$ cat src/rtl/seg7_scan_ctrl.sv
// seg7_scan_ctrl: time-multiplexed 7-segment scan with a frame-synchronous double buffer; leading-zero blanking under SEG7_SCAN_LZB_EN
module seg7_scan_ctrl #(
    parameter int DIGITS = 4,
    parameter int DWELL  = 1000,
    parameter int GAP    = 16,
    parameter int CNT_W  = 16
) (
    input  logic                  i_clk,
    input  logic                  i_rst,
    input  logic                  i_load,
    input  logic [4*DIGITS-1:0]   iv_value,
    output logic                  o_ack,
    output logic [3:0]            ov_nibble,
    output logic [DIGITS-1:0]     ov_digit_en,
    output logic                  o_frame
);
    localparam int IW = $clog2(DIGITS);
    localparam logic [0:0] BLANK = 1'b0;
    localparam logic [0:0] SHOW  = 1'b1;
    localparam logic [DIGITS-1:0] ONE = 1;

    logic [0:0]          state, n_state;
    logic [CNT_W-1:0]    cnt, n_cnt;
    logic [IW-1:0]       idx, n_idx;
    logic [4*DIGITS-1:0] active, n_active, pending, n_pending, src;
    logic                pending_valid, n_pv, gap_done, show_done, xfer, lit;

    // Slot sequencing, buffer transfer and the source of the upcoming nibble
    always_comb begin
        gap_done  = state == BLANK && cnt == CNT_W'(GAP - 1);
        show_done = state == SHOW && cnt == CNT_W'(DWELL - 1);
        xfer      = gap_done && idx == '0 && pending_valid;
        n_state   = gap_done ? SHOW : show_done ? BLANK : state;
        n_cnt     = (gap_done || show_done) ? '0 : cnt + 1'b1;
        n_idx     = show_done ? (idx == IW'(DIGITS - 1) ? '0 : idx + 1'b1) : idx;
        n_active  = xfer ? pending : active;
        n_pending = i_load ? iv_value : pending;
        n_pv      = i_load | (pending_valid & ~xfer);
        src       = (n_state == BLANK && n_idx == '0 && n_pv) ? n_pending : n_active;
`ifdef SEG7_SCAN_LZB_EN
        lit       = n_idx == '0 || (n_active >> {n_idx, 2'b00}) != '0;
`else
        lit       = 1'b1;
`endif
    end

    // State registers plus outputs registered from next-state values so they align with the slot
    always_ff @(posedge i_clk) begin
        if (i_rst) begin
            state         <= BLANK;
            cnt           <= '0;
            idx           <= '0;
            active        <= '0;
            pending       <= '0;
            pending_valid <= 1'b0;
            o_ack         <= 1'b0;
            ov_nibble     <= '0;
            ov_digit_en   <= '0;
            o_frame       <= 1'b0;
        end else begin
            state         <= n_state;
            cnt           <= n_cnt;
            idx           <= n_idx;
            active        <= n_active;
            pending       <= n_pending;
            pending_valid <= n_pv;
            o_ack         <= xfer;
            ov_nibble     <= src[{n_idx, 2'b00} +: 4];
            ov_digit_en   <= (n_state == SHOW && lit) ? ONE << n_idx : '0;
            o_frame       <= n_state == SHOW && n_cnt == CNT_W'(DWELL - 1) && n_idx == IW'(DIGITS - 1);
        end
    end
endmodule

$ cat config.mk
export PLATFORM = sky130hd
export DESIGN_NAME = seg7_scan_ctrl
export DESIGN_NICKNAME = d
export VERILOG_FILES = /design/src/rtl/seg7_scan_ctrl.sv
export SDC_FILE = /design/constraint.sdc
export NUM_CORES = 1
export LEC_CHECK = 0
export CAP_MARGIN = 20
export CORE_MARGIN = 3
export CORE_UTILIZATION = 30
export DETAILED_ROUTE_END_ITERATION = 8
export SYNTH_ARGS = -nofsm -noshare
export SYNTH_HDL_FRONTEND = slang
export SYNTH_SLANG_ARGS = --single-unit
$ cat constraint.sdc
create_clock -name i_clk -period 5.6 [get_ports i_clk]
set_clock_uncertainty 0.15 [all_clocks]
set_input_delay 0.84 -clock i_clk [delete_from_list [all_inputs] [get_ports i_clk]]
set_output_delay 0.84 -clock i_clk [all_outputs]
set_load 0.005 [all_outputs]
==> impl_metrics.toml, run 1 <==
[clocking]
clockRootBuffer = "clkbuf_8"
postCtsSetupRepairBufs = 0
cts_buffers = 9
cts_max_path_buffers = 2
cts_sinks = 62
clkLatencyLatePin_ns = 0.34
cts_tree = "yes"
clk_pin_slew_ns = 0.07
ctsHoldBuffers = 0
cts.htree.levels = 3
cts_resized = 0

[synth]
syn_inst = 305
avgSynthCellArea_um2 = 9.45
synth-seq-cells = 62
yosysUniqueCellTypes = 43
syn_area_mm2 = 0.00288
syn_nets = 327
synth_ff_type = "dfxtp_1"
synth_edf_count = 0
async_flop_share = 0
yosysSeqAreaShare = 0.431
yosys_warnings = 0

[setup_path]
r2r_slack_ns = 2.19
critPathLaunch = "cnt[12]$_SDFF_PP0_"
r2r-start = "cnt[12]$_SDFF_PP0_"
crit_path_end = "ov_nibble[0]$_SDFF_PP0_"
r2r-end = "ov_nibble[0]$_SDFF_PP0_"
worst_setup_path_end_kind = "flip-flop"
worstPathArrival_ns = 3.48
cp-start-kind = "flip-flop"
worst-path-max-fanout = 17
required_ns = 5.67
critical_path_class = "flip-flop to flip-flop"
r2r_cells = 8

[die]
dieArea_mm2 = 0.0108
start_util = 0.310
io-pin-count = 29
core_mm2 = 0.00928
die_x_um = 104
die_h_um = 104
rows = 35

[timing]
report.final.slew_viol_count = 0
relSlewSlack = 0.325
tightest_slew_ns = 1.01
fmax_mhz = 294
fin_crit_sh = 0.608
rsz0062_at_grt = "false"
period_needed_ns = 3.41
hold_viol_final = 0
setup_violations = 0
tns_ns = 0
holdWs_ns = 0.334

[power]
p_per_area_mw_per_mm2 = 261
fin_total_pwr_w = 0.000890
leakage_nw = 1.33
ir_drop_mv = 0.0738

[placement]
place.gp.congestion = 0.822
place_area_mm2 = 0.00322
dp_hpwl_um = 4100
numPortBuffers = 28

[grt]
grt_max_degree = 27
antenna_found_initial = 0
grt_pass1_wl_um = 9720
overflow = 0
track_usage = 0.111
grt_pass1_vias = 2087

[finish]
insertedDiodeCount = 0
drive_gt1_frac = 0.113
final_cell_area_mm2 = 0.00341
fin_util = 0.368
layout_commonest_cell = "nor2_1"
fin_nets = 353
num-fill-cells = 967
area_growth_syn_to_layout_pct = 18.4
mostFrequentLayoutCells = "nor2_1, dfxtp_1, mux2i_1, clkdlybuf4s50_1, nand2_1"

[routing]
num_vias = 2146
drt-initial-drc-count = 78
drt_first_pass_iters = 4
route.detailed.drc = 0
avgRoutedWirePerCell_um = 12.3
ant_nets = 0
wirelength_um = 5710
viasPerCell = 4.62

[hold_path]
worstHoldPathType = "flip-flop to flip-flop"

[job]
maxCapViolations = 0

[run_status]
status = "completed"
layer usage:
metal	track usage	part of all wire
met3	0.0310	0.053
met4	0.0570	0.018
met1	0.146	0.50
met5	0	0
met2	0.164	0.43
logic make-up after synthesis:
family | count (synthesis) | share of synthesized area
compound gates | 12 | 0.0274
xor+xnor | 16 | 0.0486
fa+ha+maj | 3 | 0.0130
buf+inv | 22 | 0.0504
flops | 62 | 0.431
mux | 51 | 0.186
simple gates | 139 | 0.244
power breakdown:
group          internal (W)  leakage, nW  total [W]  switching (W)
Combinational     0.0000278        0.733  0.0000508      0.0000231
Sequential         0.000452        0.504   0.000459     0.00000729
Clock              0.000205       0.0964   0.000381       0.000176
cell usage after synthesis (2+ instances only):
library cell	n	area share
nand2_1	15	0.020
and3_1	5	0.011
nor2_1	68	0.089
nand3_1	6	0.010
or4_4	2	0.0078
nor2b_1	2	0.0043
inv_1	6	0.0078
nand4_1	3	0.0065
ha_1	3	0.013
clkbuf_1	9	0.012
o21ai_0	2	0.0035
mux2i_1	41	0.14
xor2_1	7	0.021
buf_6	3	0.012
nor4_1	7	0.015
dfxtp_1	62	0.43
nor3_1	11	0.019
mux2_2	8	0.031
xnor2_1	9	0.027
or4_1	5	0.013
a211oi_1	2	0.0052
a21oi_1	3	0.0052
and3_2	5	0.013
clkbuf_8	2	0.0096
how the worst min path moves through the flow:
stage	slack, ns	startpoint	depth (start not counted)	endpoint
2_1_floorplan	0.29	cnt[0]$_SDFF_PP0_	1	cnt[0]$_SDFF_PP0_
3_3_place_gp	0.31	active[11]$_SDFF_PP0_	2	active[11]$_SDFF_PP0_
3_5_place_dp	0.32	cnt[0]$_SDFF_PP0_	1	cnt[0]$_SDFF_PP0_
4_1_cts	0.34	pending_valid$_SDFF_PP0_	2	pending_valid$_SDFF_PP0_
5_1_grt	0.37	pending_valid$_SDFF_PP0_	2	pending_valid$_SDFF_PP0_
6_report	0.33	pending_valid$_SDFF_PP0_	2	pending_valid$_SDFF_PP0_
worst max-delay path: stages, from the launching register on:
cell and delay (ns):
dfxtp_1 0.36, or4_4 0.59, nor4_4 0.39, nand2_4 0.12, mux2i_2 0.28, buf_4 0.33, mux2_2 0.37, and3_2 0.21
or4_1 0.46
metrics by stage:
stage | cells | worst slack (ns)
3_5_place_dp | 449 | 2.18
2_1_floorplan | 305 | 2.55
4_1_cts | 465 | 2.18
5_1_grt | 465 | 2.05
3_3_place_gp | 449 | 2.21
6_report | 465 | 2.19
sequential cells by signal, indices dropped and copies added (netlist names):
register,cells
active,16
cnt,16
pending,16
ov_digit_en,4
ov_nibble,4
idx,2
o_ack,1
o_frame,1
pending_valid,1
state,1
area by class of cell:
cell class | count | area (um2) | area share
repair buffers | 31 | 303 | 0.0887
clock buffers | 10 | 128 | 0.0374
inverters | 6 | 22.5 | 0.00660
clock inverters | 6 | 61.3 | 0.0180
multi-input cells | 221 | 1500 | 0.438
well taps | 129 | 161 | 0.0473
flip-flops and latches | 62 | 1240 | 0.364
No activity file was read; power rests on OpenSTA's default activity.
==> run 2: changes to the inputs <==
Clock period 5.6 ns to 2.75 ns, I/O delays scaled along.
==> impl_metrics.toml, run 2 (same netlist as run 1, synthesis figures left out) <==
[power]
p_per_area_mw_per_mm2 = 504
ir_drop_mv = 0.166
leakage_nw = 1.53
fin_total_pwr_w = 0.00191

[run_status]
status = "finished, violations left"
failed_checks = "negative setup slack"

[placement]
numPortBuffers = 28
dp_cells = 480
dp_hpwl_um = 4480
place_area_mm2 = 0.00348
place.gp.congestion = 0.905

[finish]
drive_gt1_frac = 0.205
area_growth_syn_to_layout_pct = 31.7
final_cell_area_mm2 = 0.00380
fin_nets = 387
reg_top3 = "active (16), cnt (16), pending (16)"
mostFrequentLayoutCells = "nor2_1, dfxtp_1, mux2i_1, buf_4, clkdlybuf4s50_1"
layout_commonest_cell = "nor2_1"
fin_cells = 499
insertedDiodeCount = 0

[clocking]
clk_pin_slew_ns = 0.07
cts_max_path_buffers = 2
clockRootBuffer = "clkbuf_8"
cts_sinks = 62
cts_tree = "yes"
ctsHoldBuffers = 0
clkLatencyLatePin_ns = 0.34
cts.htree.levels = 3
cts_buffers = 9

[setup_path]
critical_path_class = "flip-flop to flip-flop"
critPathSlowestCell = "or4b_4"
cpMostUsedCell = "mux2i_4"
cpPeakStageDelay_ns = 0.54
required_ns = 2.82
worstPathArrival_ns = 2.92
crit_path_cell_trace = "or4b_4 > nor4_4 > nand2_4 > mux2i_4 > buf_6 > buf_8 > mux2i_4 > nor2_1 > or4_1"
critical_path.top_delay_family = "simple AND/OR/NAND/NOR gates"
cp-start-kind = "flip-flop"
worst-path-max-fanout = 11
crit_buf_inv = 2
worst_setup_path_end_kind = "flip-flop"

[routing]
drt_first_pass_iters = 4
drt-initial-drc-count = 109
num_vias = 2269
ant_nets = 0
viasPerCell = 4.55
route.detailed.drc = 0
avgRoutedWirePerCell_um = 12.1
wirelength_um = 6030

[grt]
grt_pass1_wl_um = 10400
grt_pass1_vias = 2154
grt_max_degree = 17
antenna_found_initial = 0
track_usage = 0.116
overflow = 0

[timing]
rsz0062_at_grt = "true"
hold_viol_final = 0
fin_crit_sh = 1.03
report.final.slew_viol_count = 0
fin_ws_ns = -0.0935
setup_violations = 4
period_needed_ns = 2.84
tightest_slew_ns = 0.666
relSlewSlack = 0.553
tns_ns = -0.361
fmax_mhz = 352
holdWs_ns = 0.336

[die]
io-pin-count = 29
die_h_um = 104
core_mm2 = 0.00928
rows = 35
die_x_um = 104
dieArea_mm2 = 0.0108
start_util = 0.310

[job]
maxCapViolations = 0

[hold_path]
worstHoldPathType = "flip-flop to flip-flop"
-- run 2: timing repair --
item / CTS / global route
setup buffers: 4 / 0
setup endpoints to repair: 4 / 4
pin swaps: 3 / 3
gates resized for setup: 13 / 6
-- run 2: tightest hold or removal path: stages, from the launching register on --
cell and delay, ns:
dfxtp_1 0.31, mux2i_1 0.07, nor2_1 0.08
-- run 2: metal layers --
| metal | wire (um) | vias up | track usage |
|---|---|---|---|
| met5 | 0 | - | 0 |
| met4 | 111 | 0 | 0.0484 |
| met3 | 286 | 13 | 0.0329 |
| met2 | 2600 | 49 | 0.169 |
| met1 | 3030 | 1031 | 0.160 |
| li1 | - | 1176 | - |
-- run 2: stage by stage --
step	setup slack, ns	util
4_1_cts	-0.127	0.405
3_5_place_dp	-0.176	0.375
6_report	-0.0935	0.409
2_1_floorplan	-0.273	-
5_1_grt	-0.209	0.409
3_3_place_gp	-0.0905	0.375
-- run 2: area by class of cell --
type	instances	area (um2)
Fill cell	944	5490
Multi-Input combinational cell	221	1560
Sequential cell	62	1240
Timing Repair Buffer	65	593
Tap cell	129	161
Clock buffer	10	128
Clock inverter	6	86.3
Inverter	6	22.5
-- run 2: power by group --
| group | switching, W | internal, W | leakage (nW) |
|---|---|---|---|
| sequential | 0.0000140 | 0.000920 | 0.505 |
| combinational | 0.0000525 | 0.0000683 | 0.923 |
| clock | 0.000352 | 0.000508 | 0.106 |
| total | 0.000418 | 0.00150 | 1.53 |
-- run 2: path summary, 6_finish.rpt --
| path | start | end | slack, ns | cells past startpoint |
|---|---|---|---|---|
| setup reg to reg | cnt[4]$_SDFF_PP0_ | ov_nibble[2]$_SDFF_PP0_ | -0.09 | 9 |
| setup / recovery | cnt[4]$_SDFF_PP0_ | ov_nibble[2]$_SDFF_PP0_ | -0.09 | 9 |
| hold reg to reg | active[10]$_SDFF_PP0_ | active[10]$_SDFF_PP0_ | 0.34 | 2 |
| hold / removal | active[10]$_SDFF_PP0_ | active[10]$_SDFF_PP0_ | 0.34 | 2 |
